`src/rtl/vga_scan_driver_if.sv`:
```
// Pixel-side bundle of the VGA scan driver: raster position and strobes out
// to the renderer, color back in, and the registered DAC/sync pins.
interface vga_scan_driver_if;
  logic [23:0] color_data;
  logic [9:0]  DrawX;
  logic [9:0]  DrawY;
  logic        pix_en;
  logic        frame_start;
  logic        frame_clk;
  logic        VGA_CLK;
  logic        VGA_HS;
  logic        VGA_VS;
  logic        VGA_BLANK_N;
  logic        VGA_SYNC_N;
  logic [7:0]  VGA_R;
  logic [7:0]  VGA_G;
  logic [7:0]  VGA_B;

  // Scan driver side: owns the raster, consumes color.
  modport master (
    input  color_data,
    output DrawX, DrawY, pix_en, frame_start, frame_clk,
    output VGA_CLK, VGA_HS, VGA_VS, VGA_BLANK_N, VGA_SYNC_N,
    output VGA_R, VGA_G, VGA_B
  );

  // Renderer / display side.
  modport slave (
    output color_data,
    input  DrawX, DrawY, pix_en, frame_start, frame_clk,
    input  VGA_CLK, VGA_HS, VGA_VS, VGA_BLANK_N, VGA_SYNC_N,
    input  VGA_R, VGA_G, VGA_B
  );
endinterface

```
`src/rtl/vga_scan_driver.sv`:
```
// VGA raster generator: divides Clk down to a pixel strobe, walks DrawX/DrawY
// over the full H/V totals, and registers sync/blank/color for the DAC one
// pixel (plus COLOR_LAT) behind the scan position.
module vga_scan_driver #(
  parameter int H_VISIBLE = 640,
  parameter int H_FRONT   = 16,
  parameter int H_SYNC    = 96,
  parameter int H_BACK    = 48,
  parameter int V_VISIBLE = 480,
  parameter int V_FRONT   = 10,
  parameter int V_SYNC    = 2,
  parameter int V_BACK    = 33,
  parameter int CLK_DIV   = 2,
  parameter int COLOR_LAT = 0
) (
  input  logic               Clk,
  input  logic               Reset,
  vga_scan_driver_if.master  vga
);

  localparam int H_TOTAL = H_VISIBLE + H_FRONT + H_SYNC + H_BACK;
  localparam int V_TOTAL = V_VISIBLE + V_FRONT + V_SYNC + V_BACK;
  localparam int DW      = $clog2(CLK_DIV);

  localparam logic [9:0] H_LAST   = 10'(H_TOTAL - 1);
  localparam logic [9:0] V_LAST   = 10'(V_TOTAL - 1);
  localparam logic [9:0] X_VIS    = 10'(H_VISIBLE);
  localparam logic [9:0] Y_VIS    = 10'(V_VISIBLE);
  localparam logic [9:0] HS_FIRST = 10'(H_VISIBLE + H_FRONT);
  localparam logic [9:0] HS_LAST  = 10'(H_VISIBLE + H_FRONT + H_SYNC - 1);
  localparam logic [9:0] VS_FIRST = 10'(V_VISIBLE + V_FRONT);
  localparam logic [9:0] VS_LAST  = 10'(V_VISIBLE + V_FRONT + V_SYNC - 1);

  localparam logic [DW-1:0] DIV_LAST = DW'(CLK_DIV - 1);
  localparam logic [DW-1:0] DIV_HALF = DW'(CLK_DIV / 2);

  // Elaboration-time guards on the parameter ranges the timing relies on.
  generate
    if (CLK_DIV < 2) begin : g_bad_div
      $error("vga_scan_driver: CLK_DIV must be >= 2");
    end
    if (COLOR_LAT < 0 || COLOR_LAT > 3) begin : g_bad_lat
      $error("vga_scan_driver: COLOR_LAT must be 0..3");
    end
  endgenerate

  // Sync/visibility decode of one raster position, carried down the delay pipe.
  typedef struct packed {
    logic hs;
    logic vs;
    logic vis;
  } scan_t;

  logic [DW-1:0] div_cnt;
  logic          pix_en;
  logic [9:0]    draw_x;
  logic [9:0]    draw_y;
  scan_t         raw;
  scan_t         dly_out;
  logic          hs_n;
  logic          vs_n;
  logic          blank_n;
  logic [23:0]   rgb;

  // Pixel strobe is decoded straight from the divider so it lines up with
  // the edge that advances the counters.
  assign pix_en = (div_cnt == DIV_LAST);

  // Clock divider: counts 0..CLK_DIV-1 and wraps on the strobe.
  always_ff @(posedge Clk) begin
    if (!Reset)      div_cnt <= '0;
    else if (pix_en) div_cnt <= '0;
    else             div_cnt <= div_cnt + DW'(1);
  end

  // Raster counters: DrawX across the line, DrawY bumps on line wrap.
  always_ff @(posedge Clk) begin
    if (!Reset) begin
      draw_x <= '0;
      draw_y <= '0;
    end else if (pix_en) begin
      if (draw_x == H_LAST) begin
        draw_x <= '0;
        draw_y <= (draw_y == V_LAST) ? '0 : draw_y + 10'd1;
      end else begin
        draw_x <= draw_x + 10'd1;
      end
    end
  end

  // Raw decode of the current scan position (active-high sync flags).
  always_comb begin
    raw     = '0;
    raw.hs  = (draw_x >= HS_FIRST) && (draw_x <= HS_LAST);
    raw.vs  = (draw_y >= VS_FIRST) && (draw_y <= VS_LAST);
    raw.vis = (draw_x < X_VIS) && (draw_y < Y_VIS);
  end

  // Delay sync/visibility by COLOR_LAT pixels so they meet the color that the
  // renderer returns late; cleared to blank/inactive on reset.
  generate
    if (COLOR_LAT == 0) begin : g_no_dly
      assign dly_out = raw;
    end else begin : g_dly
      scan_t [COLOR_LAT-1:0] dly_pipe;

      // Shift one stage per pixel strobe.
      always_ff @(posedge Clk) begin
        if (!Reset) begin
          dly_pipe <= '0;
        end else if (pix_en) begin
          dly_pipe[0] <= raw;
          for (int i = 1; i < COLOR_LAT; i++) dly_pipe[i] <= dly_pipe[i-1];
        end
      end

      assign dly_out = dly_pipe[COLOR_LAT-1];
    end
  endgenerate

  // DAC output register: loads once per pixel, color gated to zero in blanking.
  always_ff @(posedge Clk) begin
    if (!Reset) begin
      hs_n    <= 1'b1;
      vs_n    <= 1'b1;
      blank_n <= 1'b0;
      rgb     <= '0;
    end else if (pix_en) begin
      hs_n    <= ~dly_out.hs;
      vs_n    <= ~dly_out.vs;
      blank_n <= dly_out.vis;
      rgb     <= dly_out.vis ? vga.color_data : 24'h0;
    end
  end

  assign vga.DrawX       = draw_x;
  assign vga.DrawY       = draw_y;
  assign vga.pix_en      = pix_en;
  assign vga.frame_start = pix_en && (draw_x == H_LAST) && (draw_y == V_LAST);
  assign vga.VGA_CLK     = (div_cnt >= DIV_HALF);
  assign vga.VGA_HS      = hs_n;
  assign vga.VGA_VS      = vs_n;
  assign vga.frame_clk   = vs_n;
  assign vga.VGA_BLANK_N = blank_n;
  assign vga.VGA_SYNC_N  = 1'b0;
  assign vga.VGA_R       = rgb[23:16];
  assign vga.VGA_G       = rgb[15:8];
  assign vga.VGA_B       = rgb[7:0];

endmodule

```
`src/flat_wrapper.sv`:
```
// flat-port wrapper written by rule: the top's interface ports become plain ports
module vga_scan_driver_flat 
#(
  parameter int H_VISIBLE = 640,
  parameter int H_FRONT   = 16,
  parameter int H_SYNC    = 96,
  parameter int H_BACK    = 48,
  parameter int V_VISIBLE = 480,
  parameter int V_FRONT   = 10,
  parameter int V_SYNC    = 2,
  parameter int V_BACK    = 33,
  parameter int CLK_DIV   = 2,
  parameter int COLOR_LAT = 0
)
  (Clk, Reset, vga_color_data, vga_DrawX, vga_DrawY, vga_pix_en, vga_frame_start, vga_frame_clk, vga_VGA_CLK, vga_VGA_HS, vga_VGA_VS, vga_VGA_BLANK_N, vga_VGA_SYNC_N, vga_VGA_R, vga_VGA_G, vga_VGA_B);
  vga_scan_driver_if vga_i ();
  input  logic Clk;
  input  logic Reset;
  input wire logic [$bits(vga_i.color_data)-1:0] vga_color_data;
  output wire logic [$bits(vga_i.DrawX)-1:0] vga_DrawX;
  output wire logic [$bits(vga_i.DrawY)-1:0] vga_DrawY;
  output wire logic [$bits(vga_i.pix_en)-1:0] vga_pix_en;
  output wire logic [$bits(vga_i.frame_start)-1:0] vga_frame_start;
  output wire logic [$bits(vga_i.frame_clk)-1:0] vga_frame_clk;
  output wire logic [$bits(vga_i.VGA_CLK)-1:0] vga_VGA_CLK;
  output wire logic [$bits(vga_i.VGA_HS)-1:0] vga_VGA_HS;
  output wire logic [$bits(vga_i.VGA_VS)-1:0] vga_VGA_VS;
  output wire logic [$bits(vga_i.VGA_BLANK_N)-1:0] vga_VGA_BLANK_N;
  output wire logic [$bits(vga_i.VGA_SYNC_N)-1:0] vga_VGA_SYNC_N;
  output wire logic [$bits(vga_i.VGA_R)-1:0] vga_VGA_R;
  output wire logic [$bits(vga_i.VGA_G)-1:0] vga_VGA_G;
  output wire logic [$bits(vga_i.VGA_B)-1:0] vga_VGA_B;
  assign vga_i.color_data = vga_color_data;
  assign vga_DrawX = vga_i.DrawX;
  assign vga_DrawY = vga_i.DrawY;
  assign vga_pix_en = vga_i.pix_en;
  assign vga_frame_start = vga_i.frame_start;
  assign vga_frame_clk = vga_i.frame_clk;
  assign vga_VGA_CLK = vga_i.VGA_CLK;
  assign vga_VGA_HS = vga_i.VGA_HS;
  assign vga_VGA_VS = vga_i.VGA_VS;
  assign vga_VGA_BLANK_N = vga_i.VGA_BLANK_N;
  assign vga_VGA_SYNC_N = vga_i.VGA_SYNC_N;
  assign vga_VGA_R = vga_i.VGA_R;
  assign vga_VGA_G = vga_i.VGA_G;
  assign vga_VGA_B = vga_i.VGA_B;
  vga_scan_driver #(.H_VISIBLE(H_VISIBLE), .H_FRONT(H_FRONT), .H_SYNC(H_SYNC), .H_BACK(H_BACK), .V_VISIBLE(V_VISIBLE), .V_FRONT(V_FRONT), .V_SYNC(V_SYNC), .V_BACK(V_BACK), .CLK_DIV(CLK_DIV), .COLOR_LAT(COLOR_LAT)) u_core (.Clk(Clk), .Reset(Reset), .vga(vga_i));
endmodule
```
`config.mk`:
```
export PLATFORM = sky130hd
export DESIGN_NAME = vga_scan_driver_flat
export DESIGN_NICKNAME = d
export VERILOG_FILES = /design/src/rtl/vga_scan_driver_if.sv /design/src/rtl/vga_scan_driver.sv /design/src/flat_wrapper.sv
export SDC_FILE = /design/constraint.sdc
export NUM_CORES = 1
export LEC_CHECK = 0
export CORE_MARGIN = 1.5
export CORE_UTILIZATION = 32
export CTS_CLUSTER_SIZE = 20
export DETAILED_ROUTE_END_ITERATION = 16
export PLACE_DENSITY = 0.7
export SYNTH_ARGS = -nofsm -noshare
export SYNTH_HDL_FRONTEND = slang
export SYNTH_SLANG_ARGS = --single-unit
```
`constraint.sdc`:
```
create_clock -name Clk -period 2.85 [get_ports Clk]
set_clock_uncertainty 0.2 [all_clocks]
set_input_delay 0.285 -clock Clk [delete_from_list [all_inputs] [get_ports Clk]]
set_output_delay 0.285 -clock Clk [all_outputs]
set_load 0.01 [all_outputs]
```
=== Yosys cells after proc, flatten, opt, wreduce, memory -nomap -nowiden ===
Cells that the tools add are included.

* Register bits: 48
* Bits in latches: 0
* Memory bits (writable): 0
* ROM bits: 0
* Input bits: 26
* Output and inout port bits: 52
* Logic and storage cells: 32
* Memories: 0

* Add/sub/neg operators: 3
* Multiply operators: 0
* Div/mod/pow operators: 0
* Magnitude comparators: 7
* Equality and inequality tests: 2
* Shift-type cells: 0
* Mux-type cells: 3
* Bitwise operators: 3
* Reduce and logical (&&, ||, !) cells: 7

{| class="wikitable"
|+ Operators by type and width
! operator !! number
|-
| 24-bit 2-to-1 mux || 1
|-
| 10-bit by 1-bit adder with 10-bit output (second input constant) || 2
|-
| 10-bit == test (second input constant) || 2
|-
| 10-bit 2-to-1 mux || 2
|-
| 10-bit >= comparator (second input constant) || 1
|-
| 10-bit by 9-bit >= comparator with 1-bit output (second input constant) || 1
|-
| 10-bit less-or-equal comparator (second input constant) || 1
|-
| 10-bit by 9-bit less-or-equal comparator with 1-bit output (second input constant) || 1
|-
| 10-bit < comparator (second input constant) || 1
|-
| 10-bit by 9-bit < comparator with 1-bit output (second input constant) || 1
|-
| 1-bit logical AND || 5
|-
| 1-bit inverter || 3
|-
| 2-bit AND reduction || 1
|-
| 2-bit OR reduction || 1
|-
| 1-bit adder (second input constant) || 1
|-
| 1-bit >= comparator (second input constant) || 1
|}

=== Longest topological paths before layout ===
Gate-level depths: netlist of the first run.

* Depth after elaboration: 3
* Mapped depth: 7

=== Worst setup path before layout of the first run ===
OpenSTA, ideal clock, no wires.

* Path kind: register to register
* Start: register u_core.draw_x[0], in the netlist u_core.vga.DrawX[0]
* End: register u_core.draw_y[7], in the netlist u_core.vga.DrawY[7]
* Data arrival time: 1.784 ns
* Path slack: 0.800 ns
* Stages on the path, launching flop included: 6
* Period minus slack after synthesis: 2.050 ns
* Path through: dfxtp_1 ha_1 nand4_2 or4_4 or3_1 a21oi_2

* Longest elaborated chain between the ends: 2

{| class="wikitable"
|+ Ends and longest elaborated chain
! element !! line !! RTL
|-
| start: declaration || vga_scan_driver.sv:56 || <nowiki>logic [9:0] draw_x;</nowiki>
|-
| start signal: assignment || vga_scan_driver.sv:86 || <nowiki>draw_x <= draw_x + 10'd1;</nowiki>
|-
| 10-bit == test || vga_scan_driver.sv:82 || <nowiki>if (draw_x == H_LAST) begin</nowiki>
|-
| 2-bit AND reduction (no source line) || n/a ||
|-
| end signal: assignment || vga_scan_driver.sv:84 || <nowiki>draw_y <= (draw_y == V_LAST) ? '0 : draw_y + 10'd1;</nowiki>
|-
| end: declaration || vga_scan_driver.sv:57 || <nowiki>logic [9:0] draw_y;</nowiki>
|}

Every way passes these cells.
A chain may end at the register's enable or synchronous reset.

=== Worst setup path after layout of the first run ===
* Start: register u_core.draw_x[0], in the netlist u_core.vga.DrawX[0]
* End: output port vga_frame_start

* Longest elaborated chain between the ends: 3

{| class="wikitable"
|+ Ends and longest elaborated chain
! element !! line !! RTL
|-
| 10-bit == test || vga_scan_driver.sv:139 || <nowiki>assign vga.frame_start = pix_en && (draw_x == H_LAST) && (draw_y == V_LAST);</nowiki>
|-
| 1-bit logical AND (2 in series) || vga_scan_driver.sv:139 ||
|-
| end: declaration || flat_wrapper.sv:23 || <nowiki>output wire logic [$bits(vga_i.frame_start)-1:0] vga_frame_start;</nowiki>
|}

Every way passes these cells.

==> flow_metrics.py, run 1 <==
metrics = {
    "final_layout": {
        "fin_util_pct": 48.6,
        "layout_commonest_cell": "clkdlybuf4s50_1",
        "fin_nets": 300,
        "antennaDiodeCount": 0,
        "drive_gt1_share_pct": 7.41,
        "fin_area_mm2": 0.00288,
        "area_delta_synth_final_pct": 46.5,
        "layout_common_cells": "clkdlybuf4s50_1, dfxtp_1, a22o_1, nor2_1",
    },
    "synthesis": {
        "netlist_area_mm2": 0.00196,
        "synth_xor_area_share_pct": 6.25,
        "async_flop_share_pct": 0,
        "synthSimpleGateAreaFrac_pct": 19.3,
        "syn-num-nets": 226,
        "yosys.area.top_type": "dfxtp_1",
        "syn_inst": 195,
        "yosys-mux-area-fraction_pct": 1.02,
        "synth_top_area_share_pct": 48.9,
        "synth-compound-area-share_pct": 15.9,
        "avgSynthCellArea_um2": 10.1,
        "synth_top_family_by_area": "simple AND/OR/NAND/NOR gates",
        "synth.yosys.seq_area_share_pct": 48.9,
        "yosysWarnings": 0,
        "synthFlopType": "dfxtp_1",
        "synth_fa_ha_area_share_pct": 3.19,
        "synth-edff-count": 0,
        "synth.distinct_cells": 39,
        "ys_top_cells_by_area": "dfxtp_1, a22o_1, xnor2_1",
        "synth_seq_cells": 48,
    },
    "power_and_ir_drop": {
        "pwr_density_cell_mw_per_mm2": 453,
        "ir_worst_vdd_mv": 0.280,
        "leakage_nw": 1.07,
    },
    "min_path": {
        "hold_path_class": "flop to flop",
        "hp-start": "u_core.vga.VGA_BLANK_N$_SDFFE_PN0P_",
    },
    "die": {
        "start_util_pct": 33.2,
        "die_w_um": 81.3,
        "core_area_mm2": 0.00592,
        "rows": 28,
        "dieArea_mm2": 0.00661,
        "fp.dieH_um": 81.3,
        "ios": 78,
    },
    "grt": {
        "grt_pass1_vias": 1557,
        "antenna_found_initial": 0,
        "grt_max_degree": 26,
        "grt.overflow.total": 0,
        "gr-usage-all-layers_pct": 14.6,
        "grt_first_pass_wirelength_um": 7410,
    },
    "worst_setup_path": {
        "timing.rr.end": "u_core.vga.DrawY[7]$_SDFFE_PN0P_",
        "critPathLaunchType": "flop",
        "cp.required_ns": 2.37,
        "cp-endpoint": "vga_frame_start",
        "reg2reg_depth": 6,
        "rrSetupSlack_ns": 0.59,
        "rr_startpoint": "u_core.vga.DrawX[0]$_SDFFE_PN0P_",
        "cp-end-kind": "primary output",
        "crit_type": "flop to primary output",
        "crit_fanout": 5,
        "worst-endpoint-arrival_ns": 2.13,
        "crit_start": "u_core.vga.DrawX[0]$_SDFFE_PN0P_",
    },
    "drt": {
        "wl_met1_um": 2070,
        "postRouteWirelength_um": 4750,
        "top_layer_used": "met4",
        "wl_met3_um": 258,
        "drc": 0,
        "wl_met2_um": 2350,
        "drtPass1Iterations": 4,
        "final_antenna_net_count": 0,
        "vias": 1704,
        "drt_iter0_drc": 65,
        "viasPerCell": 4.94,
        "wl_per_cell_um": 13.8,
    },
    "timing": {
        "fin_setup_tns_ns": 0,
        "finalHoldViolations": 0,
        "worst_slack_ns": 0.233,
        "period_share_pct": 91.8,
        "rsz0062_at_grt": "false",
        "fmax_mhz": 382,
        "finalMaxSlewViolations": 0,
        "hold_ws_ns": 0.268,
        "period_needed_ns": 2.62,
        "setup_viol": 0,
    },
    "place": {
        "io_buffer_count": 76,
        "post_dp_cell_area_mm2": 0.00278,
        "place_hpwl_um": 3470,
        "place_ws_ns": 0.532,
        "finalWeightedCongestion": 0.758,
    },
    "clock_network": {
        "ctsHoldBuffers": 0,
        "root_buffer": "clkbuf_8",
        "cts_buffer_depth": 2,
        "clock-sinks": 48,
        "numCtsBuffers": 5,
        "cts_tree": "yes",
        "cts.reportedPaths.clkPinSlew_ns": 0.09,
        "post-cts-setup-buffers": 0,
        "clock_latency_ns": 0.30,
        "ctsResizeCount": 0,
        "htree_num_levels": 2,
    },
    "status": {
        "status": "finished, final reports clean",
    },
    "run": {
        "maxCapViolCount": 0,
    },
}
==> stage by stage <==
| step | cells | total power, mW |
|---|---|---|
| finish | 345 | 1.30 |
| global route | 345 | 1.36 |
| CTS | 345 | 1.32 |
| detailed placement | 337 | 0.893 |
| global placement | 337 | 0.890 |
| floorplan | 195 | 0.790 |
==> worst min-delay path by stage <==
stage          cells after the start                             endpoint  slack, ns
2_1_floorplan                      1       u_core.vga.VGA_HS$_SDFFE_PN1P_       0.15
3_3_place_gp                       1  u_core.vga.VGA_BLANK_N$_SDFFE_PN0P_       0.24
3_5_place_dp                       1          u_core.rgb[22]$_SDFFE_PN0P_       0.26
4_1_cts                            1  u_core.vga.VGA_BLANK_N$_SDFFE_PN0P_       0.28
5_1_grt                            1  u_core.vga.VGA_BLANK_N$_SDFFE_PN0P_       0.29
6_report                           1  u_core.vga.VGA_BLANK_N$_SDFFE_PN0P_       0.27
==> state kept, by name, summed over array words and instances, names as in the netlist <==
| name | count |
|---|---|
| u_core.rgb | 24 |
| u_core.vga.DrawX | 10 |
| u_core.vga.DrawY | 10 |
| u_core.vga.VGA_BLANK_N | 1 |
| u_core.vga.VGA_HS | 1 |
| u_core.vga.VGA_VS | 1 |
| u_core.vga.pix_en | 1 |
==> metal layers <==
layer | GRT usage (%) | vias to the layer above
met5 | 0 | -
met4 | 6.03 | 0
met3 | 3.15 | 6
met2 | 23.9 | 49
met1 | 18.5 | 805
li1 | - | 844
==> cells in the mapped netlist (2+ instances only) <==
| cell type | count |
|---|---|
| buf_4 | 4 |
| ha_1 | 5 |
| dfxtp_1 | 48 |
| mux2i_1 | 2 |
| or3_1 | 4 |
| and3_1 | 3 |
| nor2_1 | 18 |
| nand3_1 | 7 |
| a21oi_1 | 3 |
| nand4b_1 | 2 |
| nand4_1 | 3 |
| o21ai_0 | 7 |
| nand2b_1 | 2 |
| xnor2_1 | 8 |
| a21oi_2 | 2 |
| and4_1 | 2 |
| nand2_1 | 8 |
| nor3_1 | 2 |
| xor2_1 | 6 |
| inv_1 | 6 |
| clkbuf_1 | 7 |
| nor4_1 | 6 |
| a22o_1 | 24 |
==> kinds of logic after synthesis <==
logic type               after synthesis
XOR/XNOR                              14
other                                  1
AND/OR/NAND/NOR                       65
AO/OA/AOI/OAI                         40
adder cells (fa/ha/maj)                5
flip-flops                            48
multiplexers                           2
buffers and inverters                 20
==> final cells by class <==
cell class / count / area [µm²]
clock buffers: 6 / 82.6
clock inverters: 2 / 15.0
fillers: 571 / 3040
inverters: 6 / 22.5
multi-input cells: 127 / 903
flip-flops and latches: 48 / 961
well taps: 75 / 93.8
repair buffers: 81 / 798
==> worst max-delay path, stage by stage, from the launching register on <==
cell and delay (ns):
dfxtp_1 0.41, ha_1 0.23, nand4_2 0.12, nor3_1 0.23, buf_4 0.17, and3_1 0.14
clkdlybuf4s50_1 0.53
==> power by group <==
group | internal, mW | switching, mW | total (mW)
logic | 0.100 | 0.0628 | 0.163
clock network | 0.197 | 0.232 | 0.428
registers | 0.697 | 0.0163 | 0.713
No activity file was read; power rests on OpenSTA's default activity.
==> run 2: changes to the inputs <==
--- a/config.mk
+++ b/config.mk
@@ -5,11 +5,13 @@
 export SDC_FILE = /design/constraint.sdc
 export NUM_CORES = 1
 export LEC_CHECK = 0
+export CAP_MARGIN = 20
 export CORE_MARGIN = 1.5
 export CORE_UTILIZATION = 32
 export CTS_CLUSTER_SIZE = 20
 export DETAILED_ROUTE_END_ITERATION = 16
 export PLACE_DENSITY = 0.7
+export SETUP_SLACK_MARGIN = 0.4
 export SYNTH_ARGS = -nofsm -noshare
 export SYNTH_HDL_FRONTEND = slang
 export SYNTH_SLANG_ARGS = --single-unit
==> flow_metrics.py, run 2 (same netlist as run 1, synthesis figures left out) <==
metrics = {
    "grt": {
        "grt_first_pass_wirelength_um": 7440,
        "gr-usage-all-layers_pct": 14.7,
        "grt_max_degree": 26,
        "grt.overflow.total": 0,
        "antenna_found_initial": 0,
        "grt_pass1_vias": 1564,
    },
    "clock_network": {
        "cts.reportedPaths.clkPinSlew_ns": 0.09,
        "cts_buffer_depth": 2,
        "clock_latency_ns": 0.30,
        "cts_tree": "yes",
        "clock-sinks": 48,
        "htree_num_levels": 2,
        "numCtsBuffers": 5,
        "root_buffer": "clkbuf_8",
        "post-cts-setup-buffers": 0,
    },
    "timing": {
        "period_share_pct": 78.7,
        "rsz0062_at_grt": "false",
        "finalHoldViolations": 0,
        "period_needed_ns": 2.24,
        "fin_setup_tns_ns": 0,
        "fmax_mhz": 446,
        "finalMaxSlewViolations": 0,
        "setup_viol": 0,
    },
    "worst_setup_path": {
        "worst-endpoint-arrival_ns": 1.76,
        "reg2reg_depth": 6,
        "cp.required_ns": 2.37,
        "cp-end-kind": "primary output",
        "crit_type": "flop to primary output",
        "critPathLaunchType": "flop",
        "crit_fanout": 5,
    },
    "drt": {
        "drtPass1Iterations": 4,
        "drc": 0,
        "viasPerCell": 4.96,
        "postRouteWirelength_um": 4760,
        "vias": 1710,
        "final_antenna_net_count": 0,
        "wl_per_cell_um": 13.8,
        "drt_iter0_drc": 62,
    },
    "place": {
        "finalWeightedCongestion": 0.758,
        "io_buffer_count": 76,
        "place_inst": 337,
        "place_hpwl_um": 3470,
    },
    "power_and_ir_drop": {
        "power_mw": 1.31,
        "pwr_density_cell_mw_per_mm2": 452,
        "leakage_nw": 1.07,
        "ir_worst_vdd_mv": 0.280,
    },
    "status": {
        "status": "finished, final reports clean",
    },
    "final_layout": {
        "regMostFlops": "u_core.rgb",
        "num-fill-cells": 570,
        "seqCellArea_um2": 966,
        "largest_reg_flops": 24,
        "fin_nets": 300,
        "area_delta_synth_final_pct": 47.2,
        "stdcell_count": 345,
        "layout_commonest_cell": "clkdlybuf4s50_1",
        "layout_common_cells": "clkdlybuf4s50_1, dfxtp_1, a22o_1, nor2_1",
        "fin_util_pct": 48.8,
        "multi_input_comb_area_um2": 913,
        "antennaDiodeCount": 0,
        "drive_gt1_share_pct": 10.0,
    },
    "die": {
        "core_area_mm2": 0.00592,
        "fp.dieH_um": 81.3,
        "die_w_um": 81.3,
        "dieArea_mm2": 0.00661,
        "rows": 28,
        "start_util_pct": 33.2,
        "ios": 78,
    },
    "min_path": {
        "whs_path_depth": 1,
        "hold_path_class": "flop to flop",
    },
    "run": {
        "maxCapViolCount": 0,
    },
}
## run 2: stage by stage
| step | hold WS, ns | worst slack, ns | instance area [µm²] |
|---|---|---|---|
| 2_1_floorplan | 0.147 | 0.800 | 1960 |
| 3_3_place_gp | 0.242 | 0.547 | 2780 |
| 3_5_place_dp | 0.255 | 0.532 | 2780 |
| 4_1_cts | 0.281 | 0.593 | 2890 |
| 5_1_grt | 0.294 | 0.516 | 2890 |
| 6_report | 0.268 | 0.606 | 2890 |
## run 2: worst paths after layout
path	start	end	slack [ns]
worst max register to register	u_core.vga.DrawX[0]$_SDFFE_PN0P_	u_core.vga.DrawY[7]$_SDFFE_PN0P_	0.64
worst min register to register	u_core.vga.VGA_BLANK_N$_SDFFE_PN0P_	u_core.vga.VGA_BLANK_N$_SDFFE_PN0P_	0.27
worst min-delay path	u_core.vga.VGA_BLANK_N$_SDFFE_PN0P_	u_core.vga.VGA_BLANK_N$_SDFFE_PN0P_	0.27
worst max-delay path	u_core.vga.DrawX[0]$_SDFFE_PN0P_	vga_frame_start	0.61
## run 2: where the power goes
part	internal, mW	leakage, nW	switching, mW
Combinational	0.100	0.633	0.0627
Sequential	0.697	0.393	0.0163
Clock	0.197	0.0434	0.232
## run 2: worst max-delay path, stage by stage (launching register included)
cell,delay [ns]
dfxtp_2,0.37
ha_2,0.21
nand4_2,0.13
nor3_2,0.19
buf_4,0.16
and3_1,0.13
dlygate4sd2_1,0.26
## run 2: final cells by class
cell class | instances | share of cell area (%)
tap | 75 | 3.25
clock inverter | 2 | 0.519
inverter | 6 | 0.779
clock buffer | 6 | 2.86
timing repair buffer | 81 | 27.6
multi-input combinational | 127 | 31.6
sequential | 48 | 33.4
## run 2: repair_timing
item	CTS	global route
endpoints found under the setup margin	1	0
gates resized for setup	8	0
hold buffers	0	0
## run 2: layer usage
metal | part of all wire (%) | up-vias | wire [µm] | GRT usage (%)
li1 | - | 845 | - | -
met1 | 44 | 810 | 2080 | 18.6
met2 | 49 | 49 | 2360 | 24.0
met3 | 5.3 | 6 | 253 | 3.15
met4 | 1.5 | 0 | 70 | 6.03
met5 | 0 | - | 0 | 0
==> run 3: changes to the inputs <==
--- a/config.mk
+++ b/config.mk
@@ -10,7 +10,7 @@
 export CORE_UTILIZATION = 32
 export CTS_CLUSTER_SIZE = 20
 export DETAILED_ROUTE_END_ITERATION = 16
-export PLACE_DENSITY = 0.7
+export PLACE_DENSITY = 0.72
 export SETUP_SLACK_MARGIN = 0.4
 export SYNTH_ARGS = -nofsm -noshare
 export SYNTH_HDL_FRONTEND = slang
==> constraint.sdc (replaced) <==
create_clock -name Clk -period 1.8 [get_ports Clk]
set_clock_uncertainty 0.2 [all_clocks]
set_input_delay 0.18 -clock Clk [delete_from_list [all_inputs] [get_ports Clk]]
set_output_delay 0.18 -clock Clk [all_outputs]
set_load 0.01 [all_outputs]
==> flow_metrics.py, run 3 (same netlist as run 1, synthesis figures left out) <==
metrics = {
    "clock_network": {
        "clock-sinks": 48,
        "ctsHoldBuffers": 0,
        "htree_num_levels": 2,
        "numCtsBuffers": 5,
        "root_buffer": "clkbuf_8",
        "clock_latency_ns": 0.31,
        "cts.reportedPaths.clkPinSlew_ns": 0.10,
        "cts_buffer_depth": 2,
        "cts_tree": "yes",
    },
    "final_layout": {
        "layout_commonest_cell": "buf_6",
        "stdcell_count": 400,
        "num-fill-cells": 444,
        "fin_nets": 355,
        "area_delta_synth_final_pct": 88.2,
        "fin_util_pct": 62.4,
        "layout_common_cells": "buf_6, dlygate4sd2_1, dfxtp_1, clkdlybuf4s50_1, a22o_1",
        "largest_reg_flops": 24,
        "regMostFlops": "u_core.rgb",
        "drive_gt1_share_pct": 42.8,
        "antennaDiodeCount": 0,
    },
    "drt": {
        "drc": 0,
        "top_layer_used": "met4",
        "wl_met3_um": 198,
        "final_antenna_net_count": 0,
        "drt_iter0_drc": 75,
        "vias": 2038,
        "viasPerCell": 5.10,
        "wl_met2_um": 3810,
        "wl_per_cell_um": 17.7,
        "postRouteWirelength_um": 7070,
        "wl_met1_um": 2960,
        "drtPass1Iterations": 5,
    },
    "timing": {
        "rsz0062_at_grt": "true",
        "max_slew.worst_pin.slew_ns": 0.505,
        "setup_viol": 13,
        "finalHoldViolations": 0,
        "period_share_pct": 111,
        "maxSlewHeadroom_pct": 66.0,
        "fmax_mhz": 500,
        "worst_slack_ns": -0.198,
        "hold_ws_ns": 0.257,
        "period_needed_ns": 2.00,
        "finalMaxSlewViolations": 0,
    },
    "status": {
        "violations": "negative setup slack",
        "status": "finished with violations",
    },
    "die": {
        "fp.dieH_um": 81.3,
        "die_w_um": 81.3,
        "ios": 78,
        "rows": 28,
        "core_area_mm2": 0.00592,
        "dieArea_mm2": 0.00661,
        "start_util_pct": 33.2,
    },
    "worst_setup_path": {
        "crit_path_max_incr_delay_ns": 0.59,
        "critPathLaunchType": "flop",
        "cp.required_ns": 1.84,
        "worst-endpoint-arrival_ns": 2.04,
        "path_cells": "ha_4, nand4_4, or4_4, or3_4, a21oi_2",
        "cp_slowest_cell": "or4_4",
        "crit_type": "flop to flop",
        "crit_fanout": 5,
        "cp-end-kind": "flop",
    },
    "grt": {
        "grt_first_pass_wirelength_um": 9180,
        "grt_max_degree": 26,
        "antenna_found_initial": 0,
        "grt.overflow.total": 0,
        "gr-usage-all-layers_pct": 18.1,
        "grt_pass1_vias": 1896,
    },
    "place": {
        "place_ws_ns": -0.179,
        "place_hpwl_um": 3980,
        "place_inst": 368,
        "finalWeightedCongestion": 0.815,
        "io_buffer_count": 76,
    },
    "min_path": {
        "hold_path_class": "flop to flop",
    },
    "power_and_ir_drop": {
        "pwr_density_cell_mw_per_mm2": 609,
        "power_mw": 2.25,
        "ir_worst_vdd_mv": 0.539,
        "leakage_nw": 1.61,
    },
    "run": {
        "maxCapViolCount": 0,
    },
}
[run 3: final timing paths]
kind | start | endpoint | slack (ns) | cells past startpoint
worst min-delay path | u_core.vga.VGA_BLANK_N$_SDFFE_PN0P_ | u_core.vga.VGA_BLANK_N$_SDFFE_PN0P_ | 0.26 | 1
worst min register to register | u_core.vga.VGA_BLANK_N$_SDFFE_PN0P_ | u_core.vga.VGA_BLANK_N$_SDFFE_PN0P_ | 0.26 | 1
worst max-delay path | u_core.vga.DrawX[1]$_SDFFE_PN0P_ | u_core.vga.DrawY[9]$_SDFFE_PN0P_ | -0.20 | 5
worst max register to register | u_core.vga.DrawX[1]$_SDFFE_PN0P_ | u_core.vga.DrawY[9]$_SDFFE_PN0P_ | -0.20 | 5
[run 3: cell type report]
| type | count | area (µm²) | share of cell area (%) |
|---|---|---|---|
| Inverter | 6 | 22.5 | 0.610 |
| Clock buffer | 5 | 68.8 | 1.86 |
| Sequential cell | 48 | 998 | 27.0 |
| Multi-Input combinational cell | 128 | 1140 | 30.8 |
| Timing Repair Buffer | 135 | 1330 | 36.0 |
| Tap cell | 75 | 93.8 | 2.54 |
| Clock inverter | 3 | 42.5 | 1.15 |
[run 3: where the power goes]
group	internal (mW)	leakage (nW)	switching, mW
clock network	0.412	0.0541	0.389
logic	0.192	1.16	0.133
registers	1.10	0.403	0.0243
[run 3: critical path, delay by kind of cell, from the launching register on]
family          cells  cell delay, ns
fa+ha+maj           1            0.15
flops               1            0.38
compound gates      1            0.14
simple gates        3            1.07
[run 3: metal layers]
| layer | GRT usage [%] | up-vias |
|---|---|---|
| li1 | - | 964 |
| met1 | 21.2 | 1005 |
| met2 | 33.2 | 57 |
| met3 | 2.58 | 12 |
| met4 | 6.21 | 0 |
| met5 | 0 | - |
[run 3: metrics by stage]
step	setup TNS, ns	instance area, µm²
final	-1.45	3690
after global routing	-2.18	3690
after CTS	-0.439	3440
after detailed placement	-0.684	3070
after global placement	-0.505	3070
after floorplan	-0.258	2030
[run 3: what timing repair did]
action,CTS,global route
gates cloned,1,3
setup buffers,9,11
resized for setup,150,49
endpoints found under the hold margin,0,0
pin swaps,19,37
endpoints found under the setup margin,95,66
